$ cat src/rtl/mfp_ahb_lite_arb2.sv
// Two-master AHB-Lite arbiter. M0 (CPU) and M1 (DMA/loader) each see a
// private slave port. Their transfers are serialised onto one shared master
// port. A request that loses arbitration is parked in a hold register and
// replayed later. Locked sequences and bursts are never split.
module mfp_ahb_lite_arb2 #(
  parameter logic FIXED_PRIO = 1'b0
) (
  input  logic        HCLK,
  input  logic        HRESETn,
  input  logic [31:0] m0_HADDR,
  input  logic [2:0]  m0_HBURST,
  input  logic        m0_HMASTLOCK,
  input  logic [3:0]  m0_HPROT,
  input  logic [2:0]  m0_HSIZE,
  input  logic [1:0]  m0_HTRANS,
  input  logic        m0_HWRITE,
  input  logic [31:0] m0_HWDATA,
  output logic [31:0] m0_HRDATA,
  output logic        m0_HREADY,
  output logic        m0_HRESP,
  input  logic [31:0] m1_HADDR,
  input  logic [2:0]  m1_HBURST,
  input  logic        m1_HMASTLOCK,
  input  logic [3:0]  m1_HPROT,
  input  logic [2:0]  m1_HSIZE,
  input  logic [1:0]  m1_HTRANS,
  input  logic        m1_HWRITE,
  input  logic [31:0] m1_HWDATA,
  output logic [31:0] m1_HRDATA,
  output logic        m1_HREADY,
  output logic        m1_HRESP,
  output logic [31:0] s_HADDR,
  output logic [2:0]  s_HBURST,
  output logic        s_HMASTLOCK,
  output logic [3:0]  s_HPROT,
  output logic [2:0]  s_HSIZE,
  output logic [1:0]  s_HTRANS,
  output logic        s_HWRITE,
  output logic [31:0] s_HWDATA,
  input  logic [31:0] s_HRDATA,
  input  logic        s_HREADY,
  input  logic        s_HRESP
);

  // Address-phase bundle: {lock, burst, prot, size, write, trans, addr}
  // bit 45 lock, [33:32] trans (bit 33 = NONSEQ/SEQ, bit 32 = SEQ/BUSY)
  localparam int BW = 46;
  localparam logic [1:0] TRANS_IDLE = 2'b00;

  typedef enum logic [1:0] {
    DOWN_NONE = 2'b00,
    DOWN_M0   = 2'b01,
    DOWN_M1   = 2'b10
  } down_t;

  logic [BW-1:0] live [2];
  logic [BW-1:0] hold_reg [2];
  logic [BW-1:0] src [2];
  logic [BW-1:0] own;
  logic [BW-1:0] bus;
  logic [1:0]    pend_reg;
  logic [1:0]    req;
  logic [1:0]    capture;
  logic [1:0]    hready_m;
  logic [1:0]    hresp_m;
  logic          aown_reg;
  logic          last_reg;
  logic          grant;
  logic          keep;
  logic          valid;
  down_t         down_reg;

  assign live[0] = {m0_HMASTLOCK, m0_HBURST, m0_HPROT, m0_HSIZE, m0_HWRITE, m0_HTRANS, m0_HADDR};
  assign live[1] = {m1_HMASTLOCK, m1_HBURST, m1_HPROT, m1_HSIZE, m1_HWRITE, m1_HTRANS, m1_HADDR};

  for (genvar gi = 0; gi < 2; gi++) begin : g_master
    localparam down_t MY_DOWN = (gi == 0) ? DOWN_M0 : DOWN_M1;
    localparam logic  MY_ID   = (gi == 0) ? 1'b0 : 1'b1;
    // A pending master is replayed from its hold register.
    assign src[gi]      = pend_reg[gi] ? hold_reg[gi] : live[gi];
    // Pending masters are stalled; the data-phase owner follows the slave.
    assign hready_m[gi] = pend_reg[gi] ? 1'b0 : ((down_reg == MY_DOWN) ? s_HREADY : 1'b1);
    assign hresp_m[gi]  = !pend_reg[gi] && (down_reg == MY_DOWN) && s_HRESP;
    assign req[gi]      = pend_reg[gi] | (live[gi][33] & hready_m[gi]);
    // A live request the slave does not accept this cycle must be parked.
    assign capture[gi]  = !pend_reg[gi] && live[gi][33] && hready_m[gi] &&
                          !((grant == MY_ID) && s_HREADY);
  end

  // Arbitration: keep owner through lock/burst, else round-robin or fixed.
  always_comb begin
    own  = src[aown_reg];
    keep = (own[45] || own[32]) &&
           !(s_HRESP && (down_reg == (aown_reg ? DOWN_M1 : DOWN_M0)) &&
             (own[33:32] == TRANS_IDLE));
    grant = aown_reg;
    if (s_HREADY && !keep) begin
      if (req == 2'b11)
        grant = FIXED_PRIO ? 1'b0 : ~last_reg;
      else if (req[0])
        grant = 1'b0;
      else if (req[1])
        grant = 1'b1;
    end
    bus   = src[grant];
    valid = req[grant] || ((grant == aown_reg) && keep) || (!s_HREADY && bus[33]);
  end

  assign {s_HMASTLOCK, s_HBURST, s_HPROT, s_HSIZE, s_HWRITE, s_HTRANS, s_HADDR} =
         valid ? bus : '0;

  // Write data follows the data-phase owner.
  always_comb begin
    s_HWDATA = 32'h0;
    case (down_reg)
      DOWN_M0: s_HWDATA = m0_HWDATA;
      DOWN_M1: s_HWDATA = m1_HWDATA;
      default: s_HWDATA = 32'h0;
    endcase
  end

  assign m0_HRDATA = s_HRDATA;
  assign m1_HRDATA = s_HRDATA;
  assign m0_HREADY = hready_m[0];
  assign m1_HREADY = hready_m[1];
  assign m0_HRESP  = hresp_m[0];
  assign m1_HRESP  = hresp_m[1];

  // Hold registers and pending flags: set on a lost request, cleared on replay.
  always_ff @(posedge HCLK or negedge HRESETn) begin
    if (!HRESETn) begin
      pend_reg    <= 2'b00;
      hold_reg[0] <= '0;
      hold_reg[1] <= '0;
    end else begin
      for (int i = 0; i < 2; i++) begin
        if (capture[i]) begin
          pend_reg[i] <= 1'b1;
          hold_reg[i] <= live[i];
        end else if (pend_reg[i] && (grant == 1'(i)) && s_HREADY) begin
          pend_reg[i] <= 1'b0;
        end
      end
    end
  end

  // Ownership tracking; only advances when the slave accepts an address.
  always_ff @(posedge HCLK or negedge HRESETn) begin
    if (!HRESETn) begin
      aown_reg <= 1'b0;
      last_reg <= 1'b1;
      down_reg <= DOWN_NONE;
    end else if (s_HREADY) begin
      aown_reg <= grant;
      down_reg <= s_HTRANS[1] ? (grant ? DOWN_M1 : DOWN_M0) : DOWN_NONE;
      if (s_HTRANS[1])
        last_reg <= grant;
    end
  end

endmodule
$ cat config.mk
export PLATFORM = sky130hd
export DESIGN_NAME = mfp_ahb_lite_arb2
export DESIGN_NICKNAME = d
export VERILOG_FILES = /design/src/rtl/mfp_ahb_lite_arb2.sv
export SDC_FILE = /design/constraint.sdc
export NUM_CORES = 1
export LEC_CHECK = 0
export ABC_CLOCK_PERIOD_IN_PS = 3850
export BUFFER_PORTS_ARGS = -buffer_cell sky130_fd_sc_hd__buf_2
export CAP_MARGIN = 15
export CORE_AREA = 2 2 130 132
export CTS_BUF_LIST = sky130_fd_sc_hd__clkbuf_8 sky130_fd_sc_hd__clkbuf_16
export CTS_CLUSTER_DIAMETER = 50
export DETAILED_ROUTE_END_ITERATION = 16
export DIE_AREA = 0 0 132 134
export PLACE_DENSITY = 0.82
export SYNTH_ARGS = -nofsm -noshare
export SYNTH_HDL_FRONTEND = slang
export SYNTH_SLANG_ARGS = --single-unit
$ cat constraint.sdc
create_clock -name HCLK -period 3.85 [get_ports HCLK]
set_clock_uncertainty 0.15 [all_clocks]
set_input_delay 0.385 -clock HCLK [delete_from_list [all_inputs] [get_ports HCLK]]
set_output_delay 0.385 -clock HCLK [all_outputs]
set_load 0.005 [all_outputs]
==> results.tsv, run 1 <==
metric	value	unit
dieArea	0.0177	mm^2
post-dp-hpwl	15100	um
use_met2	37.1	%
synth_area_leader_cell	dfrtp_1	
ys_seq_elements	98	
setup_viol	0	
status	complete, but fails checks	
setup.worst_path.end_class	output port	
cts_hold_buf	0	
wl_per_cell	20.0	um
grt_pass1_wl	29300	um
synthCells	605	
met3_usage	9.11	%
nets	953	
rows	47	
io_buffers	241	
cpPeakStageDelay	480	ps
powerDensity	873	mW/mm^2
grt_overflow	0	
area_growth	20.6	%
io_pins	338	
clock-sinks	98	
synth_top_area_share	38.2	%
max-cap-violations	0	
required	3310	ps
cpMaxStageDelayCell	or3b_1	
grt_max_degree	63	
cts_root_buf	clkbuf_16	
worstPathCellList	mux2_2 -> o311ai_1 -> o31ai_1 -> or3b_1 -> o21ai_4 -> buf_12 -> a211oi_1 -> a211oi_1 -> buf_2	
layout-drive-gt1-share	43.9	%
dr.pass1.iters	4	
worst_slew_pin_slew	804	ps
routed_via_density	5.44	
cts_buffer_depth	2	
num_vias	5360	
ys_top_cells_by_area	dfrtp_1 38%, a211oi_1 10%, mux2_2 9.2%	
drt_iter0_markers	181	
violations	hold timing	
syn_nets	799	
ant_nets	0	
slew_violations	0	
slew_headroom	46.4	%
worstSetupPathType	reg2out	
worst_ep_arrival_time	3200	ps
cts_tree	done	
vdd_ir_drop_max	0.424	mV
fp.dieW	132	um
p_leak	3.51	nW
clk_pin_slew	70	ps
power.total	6.69	mW
fin_hold_ws	-12.8	ps
crit_path_max_fanout	37	
synth_area_per_cell	10.5	um^2
drc	0	
start_util	39.0	%
largest_reg_flops	92	
hold_path.class	in2async	
globalplace.congestion	0.896	
yosysSeqAreaShare	38.6	%
coreArea	0.0163	mm^2
grt_use_total	21.6	%
insertion_delay	330	ps
post_cts_buffers	0	
hold_viol	13	
first_global_vias	5194	
netlist_area	0.00635	mm^2
final.setup.tns	0	ps
fmax	268	MHz
ys_warn_count	0	
die_height	134	um
antenna_found_initial	5	
grt_use_met1	24.0	%
cts_made_buffers	9	
rsz0062_at_grt	false	
wl	19700	um
grt-busiest-layer	met2	
cts_max_level	3	
ys_types	41	
min_period_over_period	96.9	%
path_common_cell	a211oi_1	
critPathLaunchType	flop	
finalCriticalPeriod	3730	ps
[cell type report]
type	instances	area, um^2
Inverter	6	22.5
Clock inverter	6	131
Fill cell	1551	8620
Clock buffer	9	225
Sequential cell	98	2460
Multi-Input combinational cell	386	3180
Timing Repair Buffer	258	1370
Antenna cell	2	5.00
Tap cell	220	275
[cells by family after synthesis]
group	Yosys count	share of synthesized area [%]
buffers and inverters	121	11.9
DFF	98	38.6
adders and majority gates	2	0.394
muxes	141	24.0
and+or+nand+nor	99	8.27
AOI/OAI and AO/OA	144	16.8
[metal layers]
| metal | up-vias | part of all wire [%] | wire [um] |
|---|---|---|---|
| li1 | 2457 | - | - |
| met1 | 2629 | 37 | 7290 |
| met2 | 242 | 50 | 9820 |
| met3 | 28 | 11 | 2090 |
| met4 | 4 | 2.4 | 467 |
| met5 | - | 0.12 | 23 |
[worst paths after layout]
kind | startpoint | to | slack [ps] | cells past startpoint
worst max-delay path | pend_reg[1] | s_HWRITE | 120 | 9
worst min-delay path | HRESETn | hold_reg[66] | -10 | 1
worst max register to register | pend_reg[1] | hold_reg[17] | 340 | 10
worst min register to register | hold_reg[33] | hold_reg[33] | 340 | 1
max in group asynchronous | HRESETn | hold_reg[4] | 2770 | 2
min in group HCLK | m1_HADDR[20] | hold_reg[20] | 120 | 2
[power by group]
group	internal, mW	switching [mW]	total, mW
combinational	1.80	1.97	3.77
clock	0.695	0.379	1.07
sequential	1.56	0.287	1.84
[worst max-delay path, delay by kind of cell (launching register included)]
family	cells	cell delay, ps
simple gates	1	480
buf+inv	2	450
compound gates	5	1100
flops	1	410
mux	1	390
[through the flow]
stage	std cells	util (%)	hold slack (ps)	instance area [um^2]	setup WS [ps]
4_1_cts	983	47.0	6.50	7650	38.1
3_5_place_dp	968	44.8	318	7300	341
5_1_grt	985	47.1	51.8	7660	18.8
3_3_place_gp	968	44.8	317	7300	380
2_1_floorplan	605	-	-60.6	6350	825
6_report	985	47.1	-12.8	7660	119
[synthesized netlist by cell type]
cell / instances
and3_1: 1
o31ai_1: 1
nor2b_1: 43
nand3b_1: 2
nand2b_1: 3
nor2_1: 33
or3b_1: 1
and3b_1: 2
a211oi_1: 87
a211o_1: 2
inv_1: 5
buf_1: 5
a21oi_2: 1
a21oi_1: 8
mux2_2: 52
nand3_1: 1
dfrtp_1: 97
and2_1: 2
mux2_1: 41
clkbuf_2: 1
inv_2: 1
o21a_1: 1
o211ai_1: 1
mux2i_1: 48
ha_1: 2
o311ai_1: 1
buf_2: 10
buf_6: 4
o22a_1: 1
or2_2: 2
o22ai_1: 1
nor3_1: 2
clkbuf_1: 27
a22oi_1: 32
buf_4: 68
o21ai_2: 1
a31oi_2: 1
a21oi_4: 1
o21ai_0: 5
dfstp_2: 1
nand2_1: 7
[repair_timing]
action	in CTS	in global routing
gates resized for setup	0	1
hold endpoints to repair	0	0
endpoints found under the setup margin	0	43
[layout by cell type (no fill, tap or decap), types with 2 or more instances in the layout]
master,instances
nor2_1,33
mux2i_1,48
mux2_2,52
bufinv_16,4
nand2_1,7
clkbuf_16,9
a211oi_1,87
a21oi_1,8
a21oi_4,2
ha_1,2
nand3b_1,2
nand2b_1,3
dfrtp_2,2
diode_2,2
buf_4,15
dfrtp_1,95
nor2b_1,43
o21ai_0,5
mux2_1,41
a211o_1,2
buf_12,3
a22oi_1,32
inv_1,6
and3b_1,2
or2_2,2
and2_1,2
buf_2,240
(Power assumes the default switching activity.)
==> run 2, diff against run 1 <==
ABC_CLOCK_PERIOD_IN_PS = 4500   (was 3850)
clock period = 4.5 ns   (was 3.85 ns; I/O delays follow)
==> run 2 against run 1 <==
The flow now finishes without violations. Hold slack better by 110 ps. Global-route usage up 0.29 points. Largest cell class unchanged. Critical path type unchanged. Sequential power down 15%.
==> results.tsv, run 2 (synthesis gave the netlist of run 1 again) <==
metric	value	unit	change
drt_iter0_markers	214		was 181
p_leak	3.49	nW	was 3.51 nW
insertion_delay	330	ps	about the same
hold_viol	0		was 13
worst_ep_arrival_time	3520	ps	was 3200 ps
worstSetupPathType	reg2out		unchanged
final.fill_count	1517		was 1,551
layout-drive-gt1-share	43.6	%	was 43.9%
layout_commonest_cell	buf_2		unchanged
clk_pin_slew	70	ps	about the same
min_period_over_period	91.6	%	
slew_headroom	25.9	%	was 46.4%
start_util	39.0	%	unchanged
post_cts_buffers	0		unchanged
path_delay_family	compound AO/OA/AOI/OAI gates		unchanged
cts_made_buffers	9		unchanged
cp.depth	9		unchanged
cts_max_level	3		unchanged
grt_max_degree	92		was 63
finalCriticalPeriod	4120	ps	
crit_path_max_fanout	91		was 37
max-cap-violations	0		unchanged
cp-startpoint	pend_reg[1]		unchanged
cts_buffer_depth	2		unchanged
io_buffers	241		unchanged
cts_hold_buf	0		unchanged
r2r_start	pend_reg[1]		unchanged
rows	47		unchanged
nets	951		was 953
status	finished, final reports clean		was complete, but fails checks
hold_path.class	in2async		unchanged
pre_cts_ws	725	ps	was 341 ps
routed_via_density	5.38		was 5.44
required	3900	ps	was 3310 ps
largest_reg_flops	92		unchanged
fp.dieW	132	um	unchanged
io_pins	338		unchanged
post-dp-hpwl	15300	um	was 15,100 um
cts_root_buf	clkbuf_16		unchanged
globalplace.congestion	0.851		was 0.896
rsz0062_at_grt	false		unchanged
dr.pass1.iters	5		was 4
antenna_found_initial	3		was 5
grt_use_total	21.9	%	was 21.6%
powerDensity	738	mW/mm^2	was 873 mW/mm^2
layout_setup_ws	376	ps	was 119 ps
critPathBufInv	3		was 2
setup.worst_path.end_class	output port		unchanged
register_area	0.00246	mm^2	unchanged
num_vias	5296		was 5,360
area_growth	19.8	%	was 20.6%
cts_resized	0		unchanged
multi_input_area	0.00317	mm^2	was 0.00318 mm^2
path_common_cell	buf_4		was a211oi_1
wl	19900	um	was 19,700 um
worst_slew_pin_slew	1110	ps	was 804 ps
cts_tree	done		unchanged
dieArea	0.0177	mm^2	unchanged
r2r_cells	9		was 10
first_global_vias	5297		was 5,194
drc	0		unchanged
wl_per_cell	20.2	um	was 20.0 um
coreArea	0.0163	mm^2	unchanged
critPathLaunchType	flop		unchanged
clock-sinks	98		unchanged
ant_nets	0		unchanged
grt_pass1_wl	30000	um	was 29,300 um
cpMaxStageDelayCell	buf_4		was or3b_1
vdd_ir_drop_max	0.357	mV	was 0.424 mV
worstPathCellList	buf_4 -> a21oi_1 -> a211o_1 -> nor3_1 -> o22a_1 -> a31oi_4 -> buf_4 -> a211oi_1 -> buf_2		was mux2_2 -> o311ai_1 -> o31ai_1 -> or3b_1 -> o21ai_4 -> buf_12 -> a211oi_1 -> a211oi_1 -> buf_2
setup_viol	0		unchanged
grt_overflow	0		unchanged
fmax	242	MHz	
cpPeakStageDelay	680	ps	was 480 ps
slew_violations	0		unchanged
die_height	134	um	unchanged
final.setup.tns	0	ps	unchanged
final_cell_mix	240 x buf_2, 95 x dfrtp_1, 87 x a211oi_1		unchanged
-- run 2: worst paths after layout --
check / endpoint / slack, ps
setup / recovery: s_HMASTLOCK / 380
hold / removal: hold_reg[71] / 100
setup reg to reg: hold_reg[17] / 800
hold reg to reg: hold_reg[33] / 330
max in group asynchronous: pend_reg[0] / 3230
min in group HCLK: hold_reg[15] / 190
-- run 2: worst register-to-register path: cells and delay by family (launching register included) --
kind,cells,cell delay (ps)
muxes,2,690
buffers and inverters,3,1080
AOI/OAI and AO/OA,2,720
DFF,1,390
and+or+nand+nor,2,550
-- run 2: area by class of cell --
type	count	share of cell area [%]
Antenna cell	2	0.0658
Clock buffer	10	3.14
Clock inverter	6	1.09
Inverter	6	0.296
Multi-Input combinational cell	386	41.7
Sequential cell	98	32.3
Tap cell	220	3.62
Timing Repair Buffer	256	17.9
-- run 2: stage by stage --
step                util, %  cells  instance area [um^2]  hold slack, ps  total power, mW
floorplan                 -    605                  6350            4.41             3.69
global placement       44.7    966                  7280             308             4.71
detailed placement     44.7    966                  7280             313             4.80
CTS                    46.7    982                  7600             125             5.65
global route           46.7    982                  7600             161             6.02
finish                 46.7    984                  7610            96.0             5.61
-- run 2: metal layers --
metal  vias up  share of wire [%]  GRT usage, %
met5         -              0.065             0
met1      2563                 38          24.6
met3        36                9.5          8.58
met2       233                 50          38.2
met4         2                2.6          6.82
li1       2462                  -             -
-- run 2: power by group --
part / internal [mW] / switching, mW
logic: 1.51 / 1.70
registers: 1.33 / 0.242
clock network: 0.499 / 0.334
